==> src/rtl/multicycle_controller.sv <==
// Main control FSM for the multicycle RV32I core. Sequences the shared
// datapath (PC, IR, register file, single ALU, unified memory) over several
// cycles per instruction. Outputs are Moore-decoded from the state register;
// only mem_ready (memory states) and zero_flg (BEQ) gate outputs directly.
//
// Memory handshake: mem_req (with MemWrite for stores) is held high in a
// memory state until the cycle where mem_ready=1; that cycle completes the
// access and the FSM advances. mem_ready is ignored in every other state.
module multicycle_controller #(
  parameter logic [3:0] RESET_STATE = 4'd0
) (
  input  logic        clk,
  input  logic        reset,
  input  logic [31:0] instr,
  input  logic        zero_flg,
  input  logic        mem_ready,
  output logic        mem_req,
  output logic        MemWrite,
  output logic        AdrSrc,
  output logic        IRWrite,
  output logic        PCWrite,
  output logic        RegWrite,
  output logic [1:0]  ResultSrc,
  output logic [1:0]  ALUSrcA,
  output logic [1:0]  ALUSrcB,
  output logic [2:0]  ALUControl,
  output logic [1:0]  ImmSrc,
  output logic        illegal_op,
  output logic        instr_done,
  output logic [3:0]  state_dbg
);

  localparam logic [3:0] S_FETCH    = 4'd0;
  localparam logic [3:0] S_DECODE   = 4'd1;
  localparam logic [3:0] S_MEMADR   = 4'd2;
  localparam logic [3:0] S_MEMREAD  = 4'd3;
  localparam logic [3:0] S_MEMWB    = 4'd4;
  localparam logic [3:0] S_MEMWRITE = 4'd5;
  localparam logic [3:0] S_EXECR    = 4'd6;
  localparam logic [3:0] S_EXECI    = 4'd7;
  localparam logic [3:0] S_ALUWB    = 4'd8;
  localparam logic [3:0] S_BEQ      = 4'd9;
  localparam logic [3:0] S_JAL      = 4'd10;

  localparam logic [6:0] OP_LOAD  = 7'b0000011;
  localparam logic [6:0] OP_STORE = 7'b0100011;
  localparam logic [6:0] OP_RTYPE = 7'b0110011;
  localparam logic [6:0] OP_ITYPE = 7'b0010011;
  localparam logic [6:0] OP_BEQ   = 7'b1100011;
  localparam logic [6:0] OP_JAL   = 7'b1101111;

  localparam logic [2:0] ALU_ADD = 3'b000;
  localparam logic [2:0] ALU_SUB = 3'b001;
  localparam logic [2:0] ALU_AND = 3'b010;
  localparam logic [2:0] ALU_OR  = 3'b011;
  localparam logic [2:0] ALU_SLT = 3'b101;

  logic [3:0] state;
  logic [3:0] next_state;
  logic [6:0] opcode;
  logic [2:0] funct3;
  logic       funct7_b5;
  logic [2:0] funct_alu;
  logic [1:0] imm_dec;

  assign opcode    = instr[6:0];
  assign funct3    = instr[14:12];
  assign funct7_b5 = instr[30];
  assign state_dbg = state;

  // State register; reset abandons any in-flight instruction.
  always_ff @(posedge clk) begin
    if (reset) state <= RESET_STATE;
    else       state <= next_state;
  end

  // ALU operation for EXECR/EXECI; only R-type (opcode[5]=1) can select SUB.
  always_comb begin
    funct_alu = ALU_ADD;
    case (funct3)
      3'b000:  funct_alu = (opcode[5] && funct7_b5) ? ALU_SUB : ALU_ADD;
      3'b010:  funct_alu = ALU_SLT;
      3'b110:  funct_alu = ALU_OR;
      3'b111:  funct_alu = ALU_AND;
      default: funct_alu = ALU_ADD;
    endcase
  end

  // Immediate format follows the opcode regardless of state.
  always_comb begin
    imm_dec = 2'b00;
    case (opcode)
      OP_STORE: imm_dec = 2'b01;
      OP_BEQ:   imm_dec = 2'b10;
      OP_JAL:   imm_dec = 2'b11;
      default:  imm_dec = 2'b00;
    endcase
  end

  // Next-state and Moore output decode; reset overrides everything to 0.
  always_comb begin
    next_state = S_FETCH;
    mem_req    = 1'b0;
    MemWrite   = 1'b0;
    AdrSrc     = 1'b0;
    IRWrite    = 1'b0;
    PCWrite    = 1'b0;
    RegWrite   = 1'b0;
    ResultSrc  = 2'b00;
    ALUSrcA    = 2'b00;
    ALUSrcB    = 2'b00;
    ALUControl = ALU_ADD;
    ImmSrc     = imm_dec;
    illegal_op = 1'b0;
    instr_done = 1'b0;
    case (state)
      S_FETCH: begin
        mem_req    = 1'b1;
        ALUSrcB    = 2'b10;
        ResultSrc  = 2'b10;
        IRWrite    = mem_ready;
        PCWrite    = mem_ready;
        next_state = mem_ready ? S_DECODE : S_FETCH;
      end
      S_DECODE: begin
        ALUSrcA = 2'b01;
        ALUSrcB = 2'b01;
        case (opcode)
          OP_LOAD, OP_STORE: next_state = S_MEMADR;
          OP_RTYPE:          next_state = S_EXECR;
          OP_ITYPE:          next_state = S_EXECI;
          OP_BEQ:            next_state = S_BEQ;
          OP_JAL:            next_state = S_JAL;
          default: begin
            illegal_op = 1'b1;
            instr_done = 1'b1;
            next_state = S_FETCH;
          end
        endcase
      end
      S_MEMADR: begin
        ALUSrcA    = 2'b10;
        ALUSrcB    = 2'b01;
        next_state = (opcode == OP_LOAD) ? S_MEMREAD : S_MEMWRITE;
      end
      S_MEMREAD: begin
        mem_req    = 1'b1;
        AdrSrc     = 1'b1;
        next_state = mem_ready ? S_MEMWB : S_MEMREAD;
      end
      S_MEMWB: begin
        ResultSrc  = 2'b01;
        RegWrite   = 1'b1;
        instr_done = 1'b1;
      end
      S_MEMWRITE: begin
        mem_req    = 1'b1;
        MemWrite   = 1'b1;
        AdrSrc     = 1'b1;
        instr_done = mem_ready;
        next_state = mem_ready ? S_FETCH : S_MEMWRITE;
      end
      S_EXECR: begin
        ALUSrcA    = 2'b10;
        ALUControl = funct_alu;
        next_state = S_ALUWB;
      end
      S_EXECI: begin
        ALUSrcA    = 2'b10;
        ALUSrcB    = 2'b01;
        ALUControl = funct_alu;
        next_state = S_ALUWB;
      end
      S_ALUWB: begin
        RegWrite   = 1'b1;
        instr_done = 1'b1;
      end
      S_BEQ: begin
        ALUSrcA    = 2'b10;
        ALUControl = ALU_SUB;
        PCWrite    = zero_flg;
        instr_done = 1'b1;
      end
      S_JAL: begin
        ALUSrcA    = 2'b01;
        ALUSrcB    = 2'b10;
        PCWrite    = 1'b1;
        next_state = S_ALUWB;
      end
      default: next_state = S_FETCH;
    endcase
    if (reset) begin
      next_state = S_FETCH;
      mem_req    = 1'b0;
      MemWrite   = 1'b0;
      AdrSrc     = 1'b0;
      IRWrite    = 1'b0;
      PCWrite    = 1'b0;
      RegWrite   = 1'b0;
      ResultSrc  = 2'b00;
      ALUSrcA    = 2'b00;
      ALUSrcB    = 2'b00;
      ALUControl = ALU_ADD;
      ImmSrc     = 2'b00;
      illegal_op = 1'b0;
      instr_done = 1'b0;
    end
  end

endmodule
==> config.mk <==
export PLATFORM = sky130hd
export DESIGN_NAME = multicycle_controller
export DESIGN_NICKNAME = d
export VERILOG_FILES = /design/src/rtl/multicycle_controller.sv
export SDC_FILE = /design/constraint.sdc
export NUM_CORES = 1
export LEC_CHECK = 0
export ABC_AREA = 1
export CAP_MARGIN = 30
export CORE_MARGIN = 5
export CORE_UTILIZATION = 29
export CTS_CLUSTER_SIZE = 40
export DETAILED_ROUTE_END_ITERATION = 16
export MAX_ROUTING_LAYER = met4
export PLACE_DENSITY = 0.82
export SYNTH_ARGS = -nofsm -noshare
export SYNTH_HDL_FRONTEND = slang
export SYNTH_SLANG_ARGS = --single-unit
==> constraint.sdc <==
create_clock -name clk -period 1.3 [get_ports clk]
set_input_delay 0.195 -clock clk [delete_from_list [all_inputs] [get_ports clk]]
set_output_delay 0.195 -clock clk [all_outputs]
set_load 0.01 [all_outputs]
==> flow_summary.json, run 1 <==
{
  "outcome": "finished with violations",
  "violations": "setup timing",
  "drive_gt1_share_pct": 55.33,
  "dpl_cell_area_um2": 1209,
  "port_buffers": 37,
  "worstMarginPinSlew_ns": 0.1860,
  "final_cell_mix": "30 x buf_4, 25 x nand2_1, 16 x buf_2, 13 x nor2_1, 12 x inv_1",
  "worstPathCellList": "inv_4 > nor2_4 > nand3_2 > nor3b_2 > clkdlybuf4s15_2",
  "rows": 16,
  "slew_headroom_pct": 87.57,
  "drtPass1Iterations": 4,
  "cap_violations": 0,
  "ios": 59,
  "hold_class": "primary input to flop",
  "hold_violations": 0,
  "setup_viol": 19,
  "synthCells": 122,
  "fin_skew_ns": 0.0008155,
  "final_common_cell": "buf_4",
  "core_region_area_um2": 1962,
  "grt_max_degree": 12,
  "vias": 1102,
  "ant_nets": 0,
  "fp.dieH_um": 55.32,
  "grt.total_usage_pct": 18.99,
  "worstPathArrival_ns": 1.38,
  "multiInputGateArea_um2": 563.0,
  "timing.final.ws_setup_ns": -0.2799,
  "clk_path_buf_depth": 2,
  "critPathCaptureType": "output port",
  "syn_area_um2": 595.6,
  "seqCellArea_um2": 92.59,
  "critPathMaxFanout": 4,
  "overflow": 0,
  "cp_top_family": "simple AND/OR/NAND/NOR gates",
  "final_nets": 235,
  "largest_register_ffs": 4,
  "viasPerCell": 4.920,
  "finish.instance_area_um2": 1391,
  "yosysSeqAreaShare_pct": 13.45,
  "antenna_found_initial": 0,
  "ys_types": 19,
  "cp-start-kind": "flop",
  "place_hpwl_um": 2069,
  "slowest_stage": "dfxtp_4",
  "cp_data_required_time_ns": 1.11,
  "htree_levels": 1,
  "critPathKind": "flop to output port",
  "synth-seq-cells": 4,
  "nFillCells": 172,
  "die_w_um": 55.32,
  "drc_errors": 0,
  "worst-path-buf-inv": 2,
  "power_density_nw_per_um2": 365.2,
  "fmax_mhz": 632.9,
  "holdBufCountCts": 0,
  "start_util_pct": 30.36,
  "ir_drop_mv": 0.3715,
  "grt_pass1_vias": 1173,
  "die_area_um2": 3060,
  "min_period_ns": 1.580,
  "syn_to_final_growth_pct": 133.6,
  "numCtsBuffers": 3,
  "root_buffer": "clkbuf_4",
  "leakage_uw": 0.0007942,
  "grt_first_pass_wirelength_um": 4823,
  "antennaDiodeCount": 0,
  "syn_nets": 158,
  "wl_per_cell_um": 13.54,
  "drtIter0Drc": 37,
  "cts.sinks": 4,
  "synth_warnings": 0,
  "routed_wl_um": 3033,
  "tritoncts": "built",
  "fin_crit_sh_pct": 121.5,
  "place_ws_ns": -0.7615,
  "gp_congestion": 0.8744,
  "slew_viol_final": 0,
  "syn_area_per_cell_um2": 4.882,
  "path_clk_slew_ns": 0.04,
  "worst_path_largest_cell_delay_ns": 0.38,
  "rsz0062_at_grt": "true",
  "insertion_delay_ns": 0.23
}
[worst reg2reg max path, delay by kind of cell, from the launching register on]
| family | cells | cell delay [ns] |
|---|---|---|
| buf+inv | 4 | 0.39 |
| flops | 1 | 0.37 |
| simple gates | 2 | 0.30 |
| compound gates | 2 | 0.22 |
[cell families (layout without fill, tap and decap cells)]
kind of cell           after synthesis  after routing  share of synthesized area [%]
and+or+nand+nor                     74             74                          53.78
buffers and inverters               26            101                          16.80
AOI/OAI and AO/OA                   18             18                          15.97
DFF                                  4              4                          13.45
[Yosys cell counts (all sizes together)]
cell | n | share of area, %
nand3 | 11 | 9.2
clkbuf | 1 | 0.63
nand2 | 36 | 23
buf | 1 | 0.84
inv | 22 | 14
o22ai | 1 | 1.1
nor3b | 1 | 1.3
clkinv | 2 | 1.5
o21ai | 4 | 3.4
a31oi | 3 | 3.2
dfxtp | 4 | 13
nor2 | 24 | 18
nor4 | 2 | 2.1
a21oi | 10 | 8.4
[final timing paths]
kind	slack [ns]	end	from	cells after the start
setup / recovery	-0.28	ALUControl[1]	state_dbg[2]	5
hold reg to reg	0.84	state_dbg[0]	state_dbg[0]	5
setup reg to reg	-0.06	state_dbg[1]	state_dbg[3]	8
hold / removal	0.53	state_dbg[2]	reset	5
[where the power goes]
part / total [uW] / internal (uW) / switching [uW]
Clock: 152 / 103 / 48.6
Sequential: 123 / 120 / 3.02
Combinational: 233 / 115 / 119
Total: 508 / 338 / 170
[cell type report]
cell class              instances  share of cell area (%)
multi-input cells              92                   40.47
repair buffers                 74                   42.09
flip-flops and latches          4                   6.655
well taps                      27                   2.428
inverters                      24                   6.745
clock buffers                   3                   1.619
[per-stage QoR]
stage | utilization [%] | instances | hold WS [ns] | TNS, ns | power [uW]
detailed placement | 61.61 | 211 | 0.8228 | -10.29 | 341.6
CTS | 66.77 | 221 | 0.5165 | -2.859 | 491.0
finish | 70.92 | 224 | 0.5263 | -3.425 | 508.1
floorplan | - | 122 | 0.4255 | 0 | 206.6
global route | 70.92 | 224 | 0.5547 | -4.707 | 535.7
global placement | 61.61 | 211 | 0.8048 | -9.470 | 334.1
[timing repair]
item | CTS | global route
pin swaps | 18 | 10
hold endpoints to repair | 0 | 0
endpoints found under the setup margin | 23 | 23
buffers inserted | 7 | 4
resized for setup | 133 | 17
[layer usage]
layer / global-route usage [%] / vias to the layer above / part of all wire (%)
met1: 18.25 / 504 / 37
met2: 36.82 / 59 / 54
met4: 7.292 / 0 / 2.0
li1: - / 533 / -
met3: 3.497 / 6 / 6.5
met5: - / - / 0
(Power assumes the default switching activity.)
==> run 2, diff against run 1 <==
--- a/config.mk
+++ b/config.mk
@@ -7,10 +7,11 @@
 export LEC_CHECK = 0
 export ABC_AREA = 1
 export CAP_MARGIN = 30
-export CORE_MARGIN = 5
+export CORE_MARGIN = 4
 export CORE_UTILIZATION = 29
 export CTS_CLUSTER_SIZE = 40
 export DETAILED_ROUTE_END_ITERATION = 16
+export GPL_TIMING_DRIVEN = 0
 export MAX_ROUTING_LAYER = met4
 export PLACE_DENSITY = 0.82
 export SYNTH_ARGS = -nofsm -noshare
==> run 2 against run 1 <==
  * The run still ends with setup timing left
  * Combinational power is 7% lower
  * Sequential power about the same
  * Setup slack barely moved
  * Sequential share of layout area is 0.68 points higher
  * Cell count fell by 6.7%
  * Utilization decreased by 4.8 points
  * Register-to-register slack gained 0.11 ns
  * Count of clock-buffer cells in the layout is the same
  * Power decreased by 2.1%
  * Critical path depth grew 2
  * Critical path type unchanged
  * Critical endpoint is now PCWrite
  * Highest routed layer unchanged
==> flow_summary.json, run 2 (synthesis gave the netlist of run 1 again) <==
{
  "outcome": "finished with violations",
  "violations": "setup timing",
  "root_buffer": "clkbuf_4",
  "die_area_um2": 2842,
  "power_density_nw_per_um2": 383.6,
  "drc_errors": 0,
  "critPathCaptureType": "output port",
  "dpl_cell_area_um2": 1005,
  "worst_path_largest_cell_delay_ns": 0.36,
  "ant_nets": 0,
  "leakage_uw": 0.0007009,
  "worst-path-buf-inv": 3,
  "gp_congestion": 0.9325,
  "rows": 16,
  "path_clk_slew_ns": 0.04,
  "htree_levels": 1,
  "slew_headroom_pct": 81.22,
  "ir_drop_mv": 0.4498,
  "final_cell_mix": "23 x nand2_1, 19 x buf_2, 14 x inv_1, 13 x nor2_1",
  "cp_data_required_time_ns": 1.11,
  "slew_viol_final": 0,
  "rsz0062_at_grt": "true",
  "reg2reg_slack_ns": 0.05,
  "numCtsBuffers": 3,
  "syn_to_final_growth_pct": 117.6,
  "tritoncts": "built",
  "clk_path_buf_depth": 2,
  "place_hpwl_um": 1550,
  "grt_max_degree": 11,
  "fp.dieH_um": 53.32,
  "finish.instance_area_um2": 1296,
  "place_inst": 185,
  "whs_ns": 0.2685,
  "place_ws_ns": -0.7424,
  "drtPass1Iterations": 4,
  "grt_first_pass_wirelength_um": 4202,
  "timing.final.ws_setup_ns": -0.2795,
  "cp-start-kind": "flop",
  "min_period_ns": 1.580,
  "final_common_cell": "nand2_1",
  "hold_class": "primary input to flop",
  "slowest_stage": "dfxtp_4",
  "overflow": 0,
  "fin_skew_ns": 0.001009,
  "setup_viol": 16,
  "vias": 1065,
  "hold_violations": 0,
  "worstPathArrival_ns": 1.38,
  "ios": 59,
  "layout.cells.non_filler": 209,
  "wl_per_cell_um": 14.15,
  "start_util_pct": 30.36,
  "fin_crit_sh_pct": 121.5,
  "cp_top_family": "simple AND/OR/NAND/NOR gates",
  "worstMarginPinSlew_ns": 0.2817,
  "core_region_area_um2": 1962,
  "largest_register_ffs": 4,
  "cap_violations": 0,
  "grt_pass1_vias": 1062,
  "antenna_found_initial": 0,
  "drive_gt1_share_pct": 54.95,
  "cts.sinks": 4,
  "critPathMaxFanout": 5,
  "die_w_um": 53.32,
  "routed_wl_um": 2958,
  "drtIter0Drc": 14,
  "holdBufCountCts": 0,
  "insertion_delay_ns": 0.23,
  "critPathKind": "flop to output port",
  "fmax_mhz": 633.1,
  "worstPathCellList": "nor2_4 > buf_6 > nand3_2 > nand3_1 > nand2_1 > inv_1 > buf_2",
  "viasPerCell": 5.096,
  "port_buffers": 36,
  "final_nets": 220,
  "grt.total_usage_pct": 20.21,
  "antennaDiodeCount": 0
}
run 2: cell types whose count changed in the layout (fill, tap and decap cells not counted), sizes merged:
cell,previous run,this run
buf,54,41
dlygate4sd2,11,8
clkbuf,3,4
clkdlybuf4s15,2,3
clkinv,2,1
dlymetal6s2s,1,0
inv,22,23
run 2: layer usage:
layer / vias to the layer above / wire (um) / global-route usage (%)
li1: 510 / - / -
met1: 483 / 1079 / 19.93
met2: 57 / 1518 / 35.92
met3: 15 / 214 / 4.507
met4: 0 / 145 / 11.91
met5: - / 0 / -
run 2: layout make-up:
class,count,area [um2]
multi-input combinational,92,583.1
timing repair buffer,57,452.9
tap,27,33.78
sequential,4,95.09
buffer,2,10.01
inverter,24,98.84
clock buffer,3,22.52
fill,171,665.6
run 2: path summary, 6_finish.rpt:
| check | startpoint | to | cells past startpoint |
|---|---|---|---|
| max reg2reg | state_dbg[3] | state_dbg[2] | 9 |
| min | reset | state_dbg[0] | 2 |
| max | state_dbg[3] | PCWrite | 7 |
| min reg2reg | state_dbg[1] | state_dbg[3] | 4 |
run 2: through the flow:
stage | util [%] | setup TNS (ns) | total power [uW]
floorplan | - | 0 | 206.6
detailed placement | 51.21 | -8.474 | 301.9
global placement | 51.21 | -8.065 | 298.4
finish | 66.07 | -3.308 | 497.3
global route | 66.07 | -4.374 | 523.0
CTS | 60.14 | -2.304 | 471.7
run 2: what timing repair did:
item	CTS	global route
buffers inserted	17	8
gates resized for setup	134	37
endpoints found under the setup margin	23	23
pin swaps	19	17
cloned	0	0
run 2: where the power goes:
part           internal, uW  switching (uW)  leakage [uW]  total [uW]
clock network           104            54.9     0.0000138         159
logic                  96.8             119      0.000652         216
registers               119            4.04     0.0000355         123
